**src/rtl/data_buffer_arbiter_if.sv**
```systemverilog
// rtl/data_buffer_arbiter_if.sv - request, read-return and RAM bus bundle for data_buffer_arbiter
//   clear                          flush pulse from the AHB register block
//   ahb_store/ahb_get/ahb_wdata    AHB byte requests, held until ahb_grant
//   usb_store/usb_get/usb_wdata    USB RX/TX byte requests, held until usb_grant
//   ahb_grant/usb_grant            combinational grant in the request cycle
//   rd_data/ahb_rvalid/usb_rvalid  read byte and its owner, one cycle after grant
//   mem_we/mem_re/mem_addr/
//   mem_wdata/mem_rdata            single-port RAM, one cycle read latency
//   buffer_occupancy               bytes held, 0..DEPTH
//   overflow_err/underflow_err     sticky error flags
//   master: requesters and RAM; slave: the arbiter
interface data_buffer_arbiter_if #(
  parameter int PTR_W = 6
);
  logic             clear;
  logic             ahb_store;
  logic             ahb_get;
  logic [7:0]       ahb_wdata;
  logic             usb_store;
  logic             usb_get;
  logic [7:0]       usb_wdata;
  logic [7:0]       mem_rdata;
  logic             ahb_grant;
  logic             usb_grant;
  logic [7:0]       rd_data;
  logic             ahb_rvalid;
  logic             usb_rvalid;
  logic             mem_we;
  logic             mem_re;
  logic [PTR_W-1:0] mem_addr;
  logic [7:0]       mem_wdata;
  logic [PTR_W:0]   buffer_occupancy;
  logic             overflow_err;
  logic             underflow_err;

  modport master (
    output clear, ahb_store, ahb_get, ahb_wdata, usb_store, usb_get, usb_wdata, mem_rdata,
    input  ahb_grant, usb_grant, rd_data, ahb_rvalid, usb_rvalid,
    input  mem_we, mem_re, mem_addr, mem_wdata, buffer_occupancy, overflow_err, underflow_err
  );

  modport slave (
    input  clear, ahb_store, ahb_get, ahb_wdata, usb_store, usb_get, usb_wdata, mem_rdata,
    output ahb_grant, usb_grant, rd_data, ahb_rvalid, usb_rvalid,
    output mem_we, mem_re, mem_addr, mem_wdata, buffer_occupancy, overflow_err, underflow_err
  );
endinterface

```
**src/rtl/data_buffer_arbiter.sv**
```systemverilog
// rtl/data_buffer_arbiter.sv - 64-byte endpoint buffer owner and AHB/USB access arbiter
//   i_clk   system clock
//   i_rst   asynchronous active-high reset
//   io_bus  data_buffer_arbiter_if.slave (requests, grants, read return, RAM port, status)
//   RR_ARB_EN  defined: round-robin between contending sides with symmetric wait counters;
//              undefined: fixed USB priority with MAX_WAIT starvation override for AHB
module data_buffer_arbiter #(
  parameter int DEPTH    = 64,
  parameter int PTR_W    = 6,
  parameter int MAX_WAIT = 4
) (
  input logic                  i_clk,
  input logic                  i_rst,
  data_buffer_arbiter_if.slave io_bus
);
  localparam int               WAIT_W     = $clog2(MAX_WAIT + 1);
  localparam logic [WAIT_W-1:0] WAIT_LIMIT = WAIT_W'(MAX_WAIT);
  localparam logic [PTR_W:0]   OCC_FULL   = (PTR_W+1)'(DEPTH);

  localparam logic [1:0] S_IDLE    = 2'd0;
  localparam logic [1:0] S_USB_ACC = 2'd1;
  localparam logic [1:0] S_AHB_ACC = 2'd2;
  localparam logic [1:0] S_FLUSH   = 2'd3;

  logic [1:0]        r_state;
  logic [PTR_W-1:0]  r_wr_ptr;
  logic [PTR_W-1:0]  r_rd_ptr;
  logic [PTR_W:0]    r_occ;
  logic [WAIT_W-1:0] r_ahb_wait;
`ifdef RR_ARB_EN
  logic [WAIT_W-1:0] r_usb_wait;
  logic              r_last_usb;  // 1: USB won the most recent contested cycle
`endif
  logic              r_got;          // previous cycle's access was a get
  logic              r_rd_from_ram;  // previous get actually read the RAM
  logic [7:0]        r_rd_hold;
  logic              r_ovf;
  logic              r_unf;

  logic       w_ahb_req;
  logic       w_usb_req;
  logic       w_ahb_prio;
  logic       w_usb_win;
  logic       w_ahb_win;
  logic       w_store;
  logic       w_get;
  logic       w_full;
  logic       w_empty;
  logic       w_we;
  logic       w_re;
  logic [7:0] w_wdata;
  logic [1:0] w_state_nxt;

  always_comb begin
    w_ahb_req = io_bus.ahb_store | io_bus.ahb_get;
    w_usb_req = io_bus.usb_store | io_bus.usb_get;
`ifdef RR_ARB_EN
    if (r_ahb_wait == WAIT_LIMIT)      w_ahb_prio = 1'b1;
    else if (r_usb_wait == WAIT_LIMIT) w_ahb_prio = 1'b0;
    else                               w_ahb_prio = r_last_usb;
`else
    w_ahb_prio = (r_ahb_wait == WAIT_LIMIT);
`endif
    // clear blocks both grants; the held request is re-arbitrated afterwards
    w_usb_win = !io_bus.clear && w_usb_req && !(w_ahb_req && w_ahb_prio);
    w_ahb_win = !io_bus.clear && w_ahb_req && !w_usb_win;
    // store dominates when a side illegally raises store and get together
    w_store   = w_usb_win ? io_bus.usb_store : (w_ahb_win & io_bus.ahb_store);
    w_get     = (w_usb_win | w_ahb_win) & !w_store;
    w_wdata   = w_usb_win ? io_bus.usb_wdata : io_bus.ahb_wdata;
    w_full    = (r_occ == OCC_FULL);
    w_empty   = (r_occ == '0);
    w_we      = w_store & !w_full;
    w_re      = w_get & !w_empty;
    if (io_bus.clear)   w_state_nxt = S_FLUSH;
    else if (w_usb_win) w_state_nxt = S_USB_ACC;
    else if (w_ahb_win) w_state_nxt = S_AHB_ACC;
    else                w_state_nxt = S_IDLE;
  end

  assign io_bus.ahb_grant        = w_ahb_win;
  assign io_bus.usb_grant        = w_usb_win;
  assign io_bus.mem_we           = w_we;
  assign io_bus.mem_re           = w_re;
  assign io_bus.mem_addr         = w_we ? r_wr_ptr : r_rd_ptr;
  assign io_bus.mem_wdata        = w_we ? w_wdata : 8'h00;
  // RAM data arrives the cycle after mem_re; an underflow get presents the zeroed hold value
  assign io_bus.rd_data          = r_rd_from_ram ? io_bus.mem_rdata : r_rd_hold;
  assign io_bus.ahb_rvalid       = r_got && (r_state == S_AHB_ACC);
  assign io_bus.usb_rvalid       = r_got && (r_state == S_USB_ACC);
  assign io_bus.buffer_occupancy = r_occ;
  assign io_bus.overflow_err     = r_ovf;
  assign io_bus.underflow_err    = r_unf;

  always_ff @(posedge i_clk or posedge i_rst) begin
    if (i_rst) begin
      r_state       <= S_IDLE;
      r_wr_ptr      <= '0;
      r_rd_ptr      <= '0;
      r_occ         <= '0;
      r_ahb_wait    <= '0;
`ifdef RR_ARB_EN
      r_usb_wait    <= '0;
      r_last_usb    <= 1'b0;
`endif
      r_got         <= 1'b0;
      r_rd_from_ram <= 1'b0;
      r_rd_hold     <= 8'h00;
      r_ovf         <= 1'b0;
      r_unf         <= 1'b0;
    end else begin
      r_state       <= w_state_nxt;
      r_got         <= w_get;
      r_rd_from_ram <= w_re;
      if (w_get && w_empty)  r_rd_hold <= 8'h00;
      else if (r_rd_from_ram) r_rd_hold <= io_bus.mem_rdata;

      if (io_bus.clear) begin
        r_wr_ptr   <= '0;
        r_rd_ptr   <= '0;
        r_occ      <= '0;
        r_ahb_wait <= '0;
`ifdef RR_ARB_EN
        r_usb_wait <= '0;
`endif
        r_ovf      <= 1'b0;
        r_unf      <= 1'b0;
      end else begin
        if (w_store) begin
          if (w_full) r_ovf <= 1'b1;
          else begin
            r_wr_ptr <= r_wr_ptr + 1'b1;
            r_occ    <= r_occ + 1'b1;
          end
        end
        if (w_get) begin
          if (w_empty) r_unf <= 1'b1;
          else begin
            r_rd_ptr <= r_rd_ptr + 1'b1;
            r_occ    <= r_occ - 1'b1;
          end
        end
        if (w_ahb_win)      r_ahb_wait <= '0;
        else if (w_ahb_req) r_ahb_wait <= r_ahb_wait + 1'b1;
`ifdef RR_ARB_EN
        if (w_usb_win)      r_usb_wait <= '0;
        else if (w_usb_req) r_usb_wait <= r_usb_wait + 1'b1;
        if (w_ahb_req && w_usb_req) r_last_usb <= w_usb_win;
`endif
      end
    end
  end
endmodule

```
**src/flat_wrapper.sv**
```systemverilog
// flat-port wrapper written by rule: the top's interface ports become plain ports
module data_buffer_arbiter_flat 
#(
  parameter int DEPTH    = 64,
  parameter int PTR_W    = 6,
  parameter int MAX_WAIT = 4
)
  (i_clk, i_rst, io_bus_clear, io_bus_ahb_store, io_bus_ahb_get, io_bus_ahb_wdata, io_bus_usb_store, io_bus_usb_get, io_bus_usb_wdata, io_bus_mem_rdata, io_bus_ahb_grant, io_bus_usb_grant, io_bus_rd_data, io_bus_ahb_rvalid, io_bus_usb_rvalid, io_bus_mem_we, io_bus_mem_re, io_bus_mem_addr, io_bus_mem_wdata, io_bus_buffer_occupancy, io_bus_overflow_err, io_bus_underflow_err);
  data_buffer_arbiter_if #(.PTR_W(PTR_W)) io_bus_i ();
  input logic i_clk;
  input logic i_rst;
  input wire logic [$bits(io_bus_i.clear)-1:0] io_bus_clear;
  input wire logic [$bits(io_bus_i.ahb_store)-1:0] io_bus_ahb_store;
  input wire logic [$bits(io_bus_i.ahb_get)-1:0] io_bus_ahb_get;
  input wire logic [$bits(io_bus_i.ahb_wdata)-1:0] io_bus_ahb_wdata;
  input wire logic [$bits(io_bus_i.usb_store)-1:0] io_bus_usb_store;
  input wire logic [$bits(io_bus_i.usb_get)-1:0] io_bus_usb_get;
  input wire logic [$bits(io_bus_i.usb_wdata)-1:0] io_bus_usb_wdata;
  input wire logic [$bits(io_bus_i.mem_rdata)-1:0] io_bus_mem_rdata;
  output wire logic [$bits(io_bus_i.ahb_grant)-1:0] io_bus_ahb_grant;
  output wire logic [$bits(io_bus_i.usb_grant)-1:0] io_bus_usb_grant;
  output wire logic [$bits(io_bus_i.rd_data)-1:0] io_bus_rd_data;
  output wire logic [$bits(io_bus_i.ahb_rvalid)-1:0] io_bus_ahb_rvalid;
  output wire logic [$bits(io_bus_i.usb_rvalid)-1:0] io_bus_usb_rvalid;
  output wire logic [$bits(io_bus_i.mem_we)-1:0] io_bus_mem_we;
  output wire logic [$bits(io_bus_i.mem_re)-1:0] io_bus_mem_re;
  output wire logic [$bits(io_bus_i.mem_addr)-1:0] io_bus_mem_addr;
  output wire logic [$bits(io_bus_i.mem_wdata)-1:0] io_bus_mem_wdata;
  output wire logic [$bits(io_bus_i.buffer_occupancy)-1:0] io_bus_buffer_occupancy;
  output wire logic [$bits(io_bus_i.overflow_err)-1:0] io_bus_overflow_err;
  output wire logic [$bits(io_bus_i.underflow_err)-1:0] io_bus_underflow_err;
  assign io_bus_i.clear = io_bus_clear;
  assign io_bus_i.ahb_store = io_bus_ahb_store;
  assign io_bus_i.ahb_get = io_bus_ahb_get;
  assign io_bus_i.ahb_wdata = io_bus_ahb_wdata;
  assign io_bus_i.usb_store = io_bus_usb_store;
  assign io_bus_i.usb_get = io_bus_usb_get;
  assign io_bus_i.usb_wdata = io_bus_usb_wdata;
  assign io_bus_i.mem_rdata = io_bus_mem_rdata;
  assign io_bus_ahb_grant = io_bus_i.ahb_grant;
  assign io_bus_usb_grant = io_bus_i.usb_grant;
  assign io_bus_rd_data = io_bus_i.rd_data;
  assign io_bus_ahb_rvalid = io_bus_i.ahb_rvalid;
  assign io_bus_usb_rvalid = io_bus_i.usb_rvalid;
  assign io_bus_mem_we = io_bus_i.mem_we;
  assign io_bus_mem_re = io_bus_i.mem_re;
  assign io_bus_mem_addr = io_bus_i.mem_addr;
  assign io_bus_mem_wdata = io_bus_i.mem_wdata;
  assign io_bus_buffer_occupancy = io_bus_i.buffer_occupancy;
  assign io_bus_overflow_err = io_bus_i.overflow_err;
  assign io_bus_underflow_err = io_bus_i.underflow_err;
  data_buffer_arbiter #(.DEPTH(DEPTH), .PTR_W(PTR_W), .MAX_WAIT(MAX_WAIT)) u_core (.i_clk(i_clk), .i_rst(i_rst), .io_bus(io_bus_i));
endmodule
```
**config.mk**
```make
export PLATFORM = sky130hd
export DESIGN_NAME = data_buffer_arbiter_flat
export DESIGN_NICKNAME = d
export VERILOG_FILES = /design/src/rtl/data_buffer_arbiter_if.sv /design/src/rtl/data_buffer_arbiter.sv /design/src/flat_wrapper.sv
export SDC_FILE = /design/constraint.sdc
export NUM_CORES = 1
export LEC_CHECK = 0
export BUFFER_PORTS_ARGS = -buffer_cell sky130_fd_sc_hd__buf_2
export CAP_MARGIN = 20
export CELL_PAD_IN_SITES_DETAIL_PLACEMENT = 1
export CELL_PAD_IN_SITES_GLOBAL_PLACEMENT = 1
export CORE_ASPECT_RATIO = 2
export CORE_MARGIN = 2
export CORE_UTILIZATION = 37
export DETAILED_ROUTE_END_ITERATION = 7
export PLACE_DENSITY = 0.86
export SETUP_SLACK_MARGIN = 0.4
export SKIP_CTS_REPAIR_TIMING = 1
export SLEW_MARGIN = 40
export SYNTH_ARGS = -nofsm -noshare
export SYNTH_HDL_FRONTEND = slang
export SYNTH_SLANG_ARGS = --single-unit
```
**constraint.sdc**
```tcl
create_clock -name i_clk -period 2.55 [get_ports i_clk]
set_input_delay 0.1275 -clock i_clk [delete_from_list [all_inputs] [get_ports i_clk]]
set_output_delay 0.1275 -clock i_clk [all_outputs]
set_load 0.01 [all_outputs]
```
=== Yosys cells after proc, flatten, opt, wreduce, memory -nomap -nowiden ===
Index checks and enable logic that the tools add are counted.

* Register bits: 36
* Input bits: 31
* Output and inout bits: 37
* Word-level logic and storage cells: 81

* Add/subtract/negate cells: 5
* Equal/unequal tests: 6
* Mux-type cells: 29
* Bitwise logic cells: 7
* Reduce and logical (&&, ||, !) cells: 24

{| class="wikitable"
|+ Operators by type and width
! operator !! number
|-
| $mux 6 || 7
|-
| $mux 7 || 5
|-
| $mux 8 || 4
|-
| $add 6x1->6 const B || 2
|-
| $mux 3 || 3
|-
| $logic_and 1x1->1 || 8
|-
| $reduce_and 2->1 || 4
|-
| $reduce_bool 2->1 || 4
|-
| $add 7x1->7 const B || 1
|-
| $eq 7x7->1 const B || 1
|-
| $logic_not 7->1 || 1
|-
| $mux 1 || 7
|-
| $sub 7x1->7 const B || 1
|-
| $logic_not 1->1 || 6
|-
| $mux 2 || 3
|-
| $and 1x1->1 || 4
|-
| $ne 2x2->1 const B || 2
|-
| $add 3x1->3 const B || 1
|-
| $eq 3x3->1 const B || 1
|-
| $or 1x1->1 || 3
|-
| $reduce_bool 3->1 || 1
|-
| $eq 2x1->1 const B || 1
|-
| $eq 2x2->1 const B || 1
|}

=== Longest topological paths before layout ===
Gate-level depths: netlist (run 1).

* Word-level depth: 12
* Mapped depth: 10
* Gate-level depth less buffers: 8

=== Worst setup path after synthesis (run 1) ===
OpenSTA, ideal clock, no wires.

* Path kind: register to register
* From: register u_core.r_occ[0] (netlist: u_core.io_bus.buffer_occupancy[0])
* To: register u_core.r_occ[5] (netlist: u_core.io_bus.buffer_occupancy[5])
* Library setup time: 125 ps
* Data arrival time: 2240 ps
* Required time: 2425 ps
* Slack: 186 ps
* Stages on the path, launching flop included: 9
* Path buffers: 0
* Clock period less this slack: 2364 ps
* Cell sequence: dfrtp_1 -> inv_1 -> ha_1 -> nor3b_1 -> a21oi_1 -> o21ai_1 -> clkinv_1 -> a31oi_1 -> mux2_2

* Longest elaborated chain between the ends: 6
* Elaborated cells between the ends (all ways): 9
* Those cells by class: 2 x add/sub; 1 x eq/ne; 5 x mux; 1 x reduce/logical

{| class="wikitable"
|+ RTL lines
! what !! line !! RTL
|-
| from (decl) || data_buffer_arbiter.sv:28 || <nowiki>logic [PTR_W:0] r_occ;</nowiki>
|-
| from (signal assigned) || data_buffer_arbiter.sv:133 || <nowiki>r_occ <= r_occ + 1'b1;</nowiki>
|-
| from (signal assigned) || data_buffer_arbiter.sv:140 || <nowiki>r_occ <= r_occ - 1'b1;</nowiki>
|-
| $add 7x1->7 or $eq 7x7->1 (tied branches) || data_buffer_arbiter.sv:133, data_buffer_arbiter.sv:71 ||
|-
| $mux 7 || data_buffer_arbiter.sv:130 || <nowiki>if (w_full) r_ovf <= 1'b1;</nowiki>
|-
| $mux 7 || data_buffer_arbiter.sv:129 || <nowiki>if (w_store) begin</nowiki>
|-
| $mux 7 || data_buffer_arbiter.sv:137 || <nowiki>if (w_empty) r_unf <= 1'b1;</nowiki>
|-
| $mux 7 (*) || data_buffer_arbiter.sv:136 || <nowiki>if (w_get) begin</nowiki>
|-
| $mux 7 (*) || data_buffer_arbiter.sv:118 || <nowiki>if (io_bus.clear) begin</nowiki>
|}

Every way passes the cells marked *; elsewhere a longest branch is shown, timed or not.
A chain may end at the register's enable or synchronous reset.

=== Worst setup path after layout (run 1) ===
* From: register u_core.r_occ[0] (netlist: u_core.io_bus.buffer_occupancy[0])
* To: output io_bus_mem_addr[5]

* Longest elaborated chain between the ends: 4

{| class="wikitable"
|+ RTL lines
! what !! line !! RTL
|-
| $eq 7x7->1 || data_buffer_arbiter.sv:71 || <nowiki>w_full = (r_occ == OCC_FULL);</nowiki>
|-
| $logic_not 1->1 || data_buffer_arbiter.sv:73 || <nowiki>w_we = w_store & !w_full;</nowiki>
|-
| $and 1x1->1 || data_buffer_arbiter.sv:73 ||
|-
| $mux 6 || data_buffer_arbiter.sv:85 || <nowiki>assign io_bus.mem_addr = w_we ? r_wr_ptr : r_rd_ptr;</nowiki>
|-
| to (decl) || flat_wrapper.sv:27 || <nowiki>output wire logic [$bits(io_bus_i.mem_addr)-1:0] io_bus_mem_addr;</nowiki>
|}

No other way between the ends.

==> metrics, run 1 <==
outcome completed; slowest CP cell dfrtp_2; Hold Crit Class in -> reg; placed cell count 366; CP Launch Type flip-flop; Hold Slack 0.183 ns; Worst Setup SP u_core.io_bus.buffer_occupancy[0]; Root Driver clkbuf_8; clk buf depth 2; setup violators final 0; reg2reg setup slack 0.10 ns; Syn Area/Cell 8.85 um2; min-delay src io_bus_ahb_store; Setup Skew 0.00457 ns; DRC Markers 0; std cell rows 38; Logic pwr share 37.3%; Final Max Tran Viols 0; clock sink count 36; area of the core 5470 um2; crit path kind reg -> out; Layout Cells excl Fill ~400; first-pass GRT wire length around 11000 um; final period demand of the worst path 2.50 ns; final core occ 55.3%; initial DRC count 59; number of cells on the critical path 9; Routed WL per cell about 19 um; LEAKAGE 0.00150 uW; CP bufs+invs 3; reg2reg start u_core.r_ahb_wait[1]; Max-Cap Viols 0; IO Port Bufs 67; synth warn 0; Int Power 1310 uW; Synth Cell Area 2110 um2; asr flop ratio synth 100%; Required @ worst endpoint approximately 2.4 ns; Starting Density 38.5%; crit share post-route a little under 100%; critical path peak fanout 8; GP Congestion 0.864; Peak Freq between 0.4 and 0.5 GHz; CTS tree built; Post-synth top flop dfrtp_1; CP Capture Type primary output; clock latency on the worst-skew pair 0.30 ns; ant diodes 0; Final #Nets around 370; Netlist cell types 48; GRT overflow 0; DPL Wire Length 4810 um; Crit path max-delay family simple AND/OR/NAND/NOR gates; Cell Pwr Density 657 nW/um2; vias 2262; Worst path most repeated cell nand2_1; EDFF count, synth 0; flops & latches, synth 36; Syn Inst Count 238; area grow syn2layout 43.7%; relative slew slack 59.4%; H-tree levels 2; clock slew at reported path FFs 0.08 ns; first-pass iteration count of the detailed router 4; Vert. Die Dim 111 um; antenna-violating nets left 0; VDD IR max 0.000565 V; Syn Nets 275; Least-Margin Pin Slew 0.605 ns; clock share of power 26.0%; number of global-route vias before repair 2317; GRT Resource Usage Total between 20% and 30%; Ports 68; Via density around 5.7; most frequent cells in the layout 67 x buf_2, 48 x nand2_1, 34 x dfrtp_1, 28 x buf_4, 18 x nor2_1; Psw roughly 680 uW; largest net degree at the start of global routing 26; Setup TNS 0 ns; slowest stage delay, CP roughly 0.45 ns; commonest non-fill, non-tap cell in the layout buf_2; TritonCTS Buffers 5; switching portion of total power 34.2%; Crit path arrival time between 2 and 2.5 ns; reg2reg path depth 9; register share of total power 36.7%; unrepaired setup endpoints after global routing true; initial antenna violation count 0; total routed wirelength 7580 um; hold depth 3; DIE WIDTH 57.3 um; cell-by-cell trace of the critical path inv_2 > ha_4 > or3b_4 > nor4b_4 > or3_4 > buf_12 > nand2_1 > nand2_1 > buf_2; die area 6350 um2; share of cells above drive strength 1 43.9%; sequential area share after synthesis 42.8%; final hold viol count 0
synth_stat cells (all sizes together), types with 2 or more instances:
master / instances / share of area, %
o21a: 2 / 0.71
nor2: 18 / 3.2
clkbuf: 3 / 0.53
buf: 6 / 1.6
a211oi: 5 / 1.8
dfrtp: 36 / 43
o21ai: 9 / 2.1
o31ai: 4 / 1.4
clkinv: 2 / 0.36
nor4: 2 / 0.59
mux2: 9 / 4.8
xnor2: 4 / 1.7
a21o: 2 / 0.71
a31oi: 2 / 0.59
a21oi: 17 / 4.0
nand2: 50 / 8.9
nor2b: 3 / 0.89
or3: 2 / 0.59
ha: 6 / 3.6
o211ai: 5 / 1.8
nand4: 2 / 0.59
nand3: 5 / 1.2
nor3b: 2 / 0.71
and3: 2 / 0.59
xor2: 4 / 1.7
inv: 9 / 1.6
a21boi: 7 / 2.5
nor3: 4 / 0.95
tightest hold or removal path: cells and delay by family:
family / cells / cell delay (ns)
simple gates: 2 / 0.20
buf+inv: 1 / 0.12
path summary, 6_finish.rpt:
check / end
worst max-delay path: io_bus_mem_addr[5]
worst min-delay path: u_core.r_state[1]
worst max register to register: u_core.r_wr_ptr[4]
worst min register to register: u_core.io_bus.overflow_err
max in group asynchronous: u_core.r_state[1]
min in group asynchronous: u_core.r_rd_hold[5]
area by class of cell:
cell class,count,area (um2)
Fill cell,662,2440
Clock buffer,5,68.8
Sequential cell,36,903
Clock inverter,3,42.5
Multi-Input combinational cell,182,1240
Inverter,11,63.8
Tap cell,60,75.1
Timing Repair Buffer,100,636
state kept, by name (all words and copies together), names as in the netlist:
signal / count
u_core.io_bus.buffer_occupancy: 7
u_core.io_bus.overflow_err: 1
u_core.io_bus.underflow_err: 1
u_core.r_ahb_wait: 3
u_core.r_got: 1
u_core.r_rd_from_ram: 1
u_core.r_rd_hold: 8
u_core.r_rd_ptr: 6
u_core.r_state: 2
u_core.r_wr_ptr: 6
per-layer routing:
metal	vias up	routed length, um	GRT usage [%]
met2	77	4450	40.2
met1	1137	2620	20.3
met4	0	228	11.6
met3	19	290	3.85
li1	1029	-	-
met5	-	0	0
cell families after synthesis:
logic type	count (synthesis)	share of synthesized area (%)
adder cells (fa/ha/maj)	6	3.56
AO/OA/AOI/OAI	60	18.5
buffers and inverters	20	4.10
multiplexers	10	5.29
flip-flops	36	42.8
XOR/XNOR	8	3.33
AND/OR/NAND/NOR	98	22.4
stage by stage:
step	worst slack, ns	total power (uW)	instance area (um2)
floorplan	0.391	1090	2120
global placement	0.224	1310	2560
detailed placement	0.177	1340	2560
CTS	-0.00926	1860	2670
global route	-0.0212	2090	3030
finish	0.0517	1990	3030
power groups by stage:
stage                     logic, uW  clock network [uW]  registers, uW
final                           741                 517            729
after global routing            799                 553            741
after floorplan                 371                   0            724
after detailed placement        599                   0            741
after global placement          580                   0            732
after CTS                       605                 528            730
(Power assumes the default switching activity.)
==> run 2, diff against run 1 <==
Settings changed: ABC_AREA set to 0, REMOVE_ABC_BUFFERS set to 1.
==> run 2 against run 1 <==
  * Core utilization is 1.9 points lower
  * Critical path depth stayed put
  * Clock-buffer cell count stayed put
  * Register-to-register slack better by 0.17 ns
  * Clock power is 19% lower
  * Via count is 4.7% lower
  * Non-clock buffer count is 11 lower
==> metrics, run 2 (same netlist as run 1, synthesis figures left out) <==
Required @ worst endpoint 2.42 ns (about the same); TritonCTS Buffers 5 (unchanged); Routed WL per cell 18.5 um (-3.2%); std cell rows 38 (unchanged); Ports 68 (unchanged); CP Capture Type primary output; max FFs per register 8 (unchanged); Hold Crit Class in -> reg; crit share post-route 94.2% (-3.8 points); clock slew at reported path FFs 0.08 ns (about the same); Peak Freq 0.416 GHz (+4.0%); H-tree levels 2 (unchanged); setup violators final 0 (unchanged); final period demand of the worst path 2.40 ns (-0.0961 ns); GRT overflow 0 (unchanged); Cell Pwr Density 623 nW/um2 (-5.2%); Place WS 0.166 ns (-0.0111 ns); area grow syn2layout 38.8%; final hold viol count 0 (unchanged); Final #Nets 362 (-2.9%); largest net degree at the start of global routing 37 (+42%); most frequent cells in the layout 64 x buf_2, 40 x nand2_1, 35 x dfrtp_1, 18 x nor2_1, 16 x buf_4; Total Power 1820 uW (-8.4%); placed cell count 366 (unchanged); first-pass GRT wire length 10400 um (-2.2%); Root Driver clkbuf_8; Top reg by flops u_core.r_rd_hold; antenna-violating nets left 0 (unchanged); unrepaired setup endpoints after global routing true; clock latency on the worst-skew pair 0.30 ns (about the same); first-pass iteration count of the detailed router 4 (unchanged); clk buf depth 2 (unchanged); relative slew slack 54.4% (-5.0 points); share of cells above drive strength 1 42.6% (-1.3 points); initial DRC count 86 (+46%); DPL Wire Length 4780 um (-0.60%); Vert. Die Dim 111 um (unchanged); area of the core 5470 um2 (unchanged); crit path kind reg -> out; commonest non-fill, non-tap cell in the layout buf_2; Starting Density 38.5% (unchanged); Via density 5.59 (-2.0%); Hold Slack 0.125 ns (-0.0585 ns); DIE WIDTH 57.3 um (unchanged); LEAKAGE 0.00144 uW (-4.3%); outcome completed; GRT Resource Usage Total 20.8% (-0.46 points); vias 2156 (-4.7%); number of global-route vias before repair 2171 (-6.3%); VDD IR max 0.000396 V (-30%); reg2reg setup slack 0.27 ns (+0.17 ns); Setup Skew 0.00860 ns (+0.00403 ns); CTS tree built; Final Max Tran Viols 0 (unchanged); FILL cells 648 (-2.1%); total routed wirelength 7140 um (-5.8%); DRC Markers 0 (unchanged); Layout Cells excl Fill 386 (-2.8%); Max-Cap Viols 0 (unchanged); initial antenna violation count 0 (unchanged); IO Port Bufs 67 (unchanged); Least-Margin Pin Slew 0.684 ns (+0.0787 ns); die area 6350 um2 (unchanged); CP Launch Type flip-flop; critical path peak fanout 6 (-2); Worst Slack Setup Final 0.148 ns (+0.0961 ns); Crit path arrival time 2.27 ns (-0.10 ns); GP Congestion 0.858 (-0.69%); ant diodes 0 (unchanged); clock sink count 36 (unchanged)
-- run 2: cell count changes in the layout (fill, tap and decap cells not counted), moves of 2 or more --
cell / before / now
buf_2: 67 / 64
buf_6: 0 / 5
nand2_2: 2 / 9
o21ai_2: 2 / 0
nand2_1: 48 / 40
buf_4: 28 / 16
-- run 2: final cells by class --
| class | instances | area (um2) | area share [%] |
|---|---|---|---|
| timing repair buffer | 89 | 577 | 19.7 |
| clock buffer | 5 | 68.8 | 2.35 |
| inverter | 11 | 50.0 | 1.71 |
| multi-input combinational | 182 | 1230 | 42.1 |
| tap | 60 | 75.1 | 2.57 |
| clock inverter | 3 | 18.8 | 0.642 |
| sequential | 36 | 902 | 30.9 |
-- run 2: routing by layer --
metal  wire [um]  global-route usage, %  vias up
met3         161                   2.92       10
met2        4200                   38.2       46
met4         141                   9.15        0
li1            -                      -     1008
met5           0                      0        -
met1        2640                   22.6     1092
-- run 2: power breakdown --
| group | switching (uW) | total (uW) | internal, uW | leakage [uW] |
|---|---|---|---|---|
| Clock | 229 | 420 | 190 | 0.0000479 |
| Sequential | 62.3 | 722 | 659 | 0.000477 |
| Combinational | 367 | 678 | 311 | 0.000912 |
-- run 2: worst paths after layout --
check                                                       start                                end  depth (start not counted)
worst min register to register        u_core.io_bus.underflow_err        u_core.io_bus.underflow_err                          2
worst max register to register               u_core.r_ahb_wait[0]                 u_core.r_wr_ptr[2]                         10
worst max-delay path            u_core.io_bus.buffer_occupancy[1]                 io_bus_mem_addr[5]                          9
worst min-delay path                                 io_bus_clear         u_core.io_bus.overflow_err                          2
max in group asynchronous                                   i_rst  u_core.io_bus.buffer_occupancy[1]                          4
min in group asynchronous                                   i_rst                u_core.r_rd_hold[2]                          4
-- run 2: worst max-delay path: stages, from the launching register on --
cell	delay, ns
dfrtp_2	0.41
inv_2	0.09
ha_4	0.15
or3b_4	0.40
nor4b_4	0.25
or3_4	0.27
buf_12	0.15
nand2_2	0.06
nand2_1	0.07
buf_2	0.13
-- run 2: stage by stage --
step	util (%)	area, um2	TNS, ns
after detailed placement	46.8	2560	0
after global routing	53.5	2920	0
after CTS	48.4	2650	-0.402
final	53.5	2920	0
after floorplan	-	2060	-0.147
after global placement	46.8	2560	0
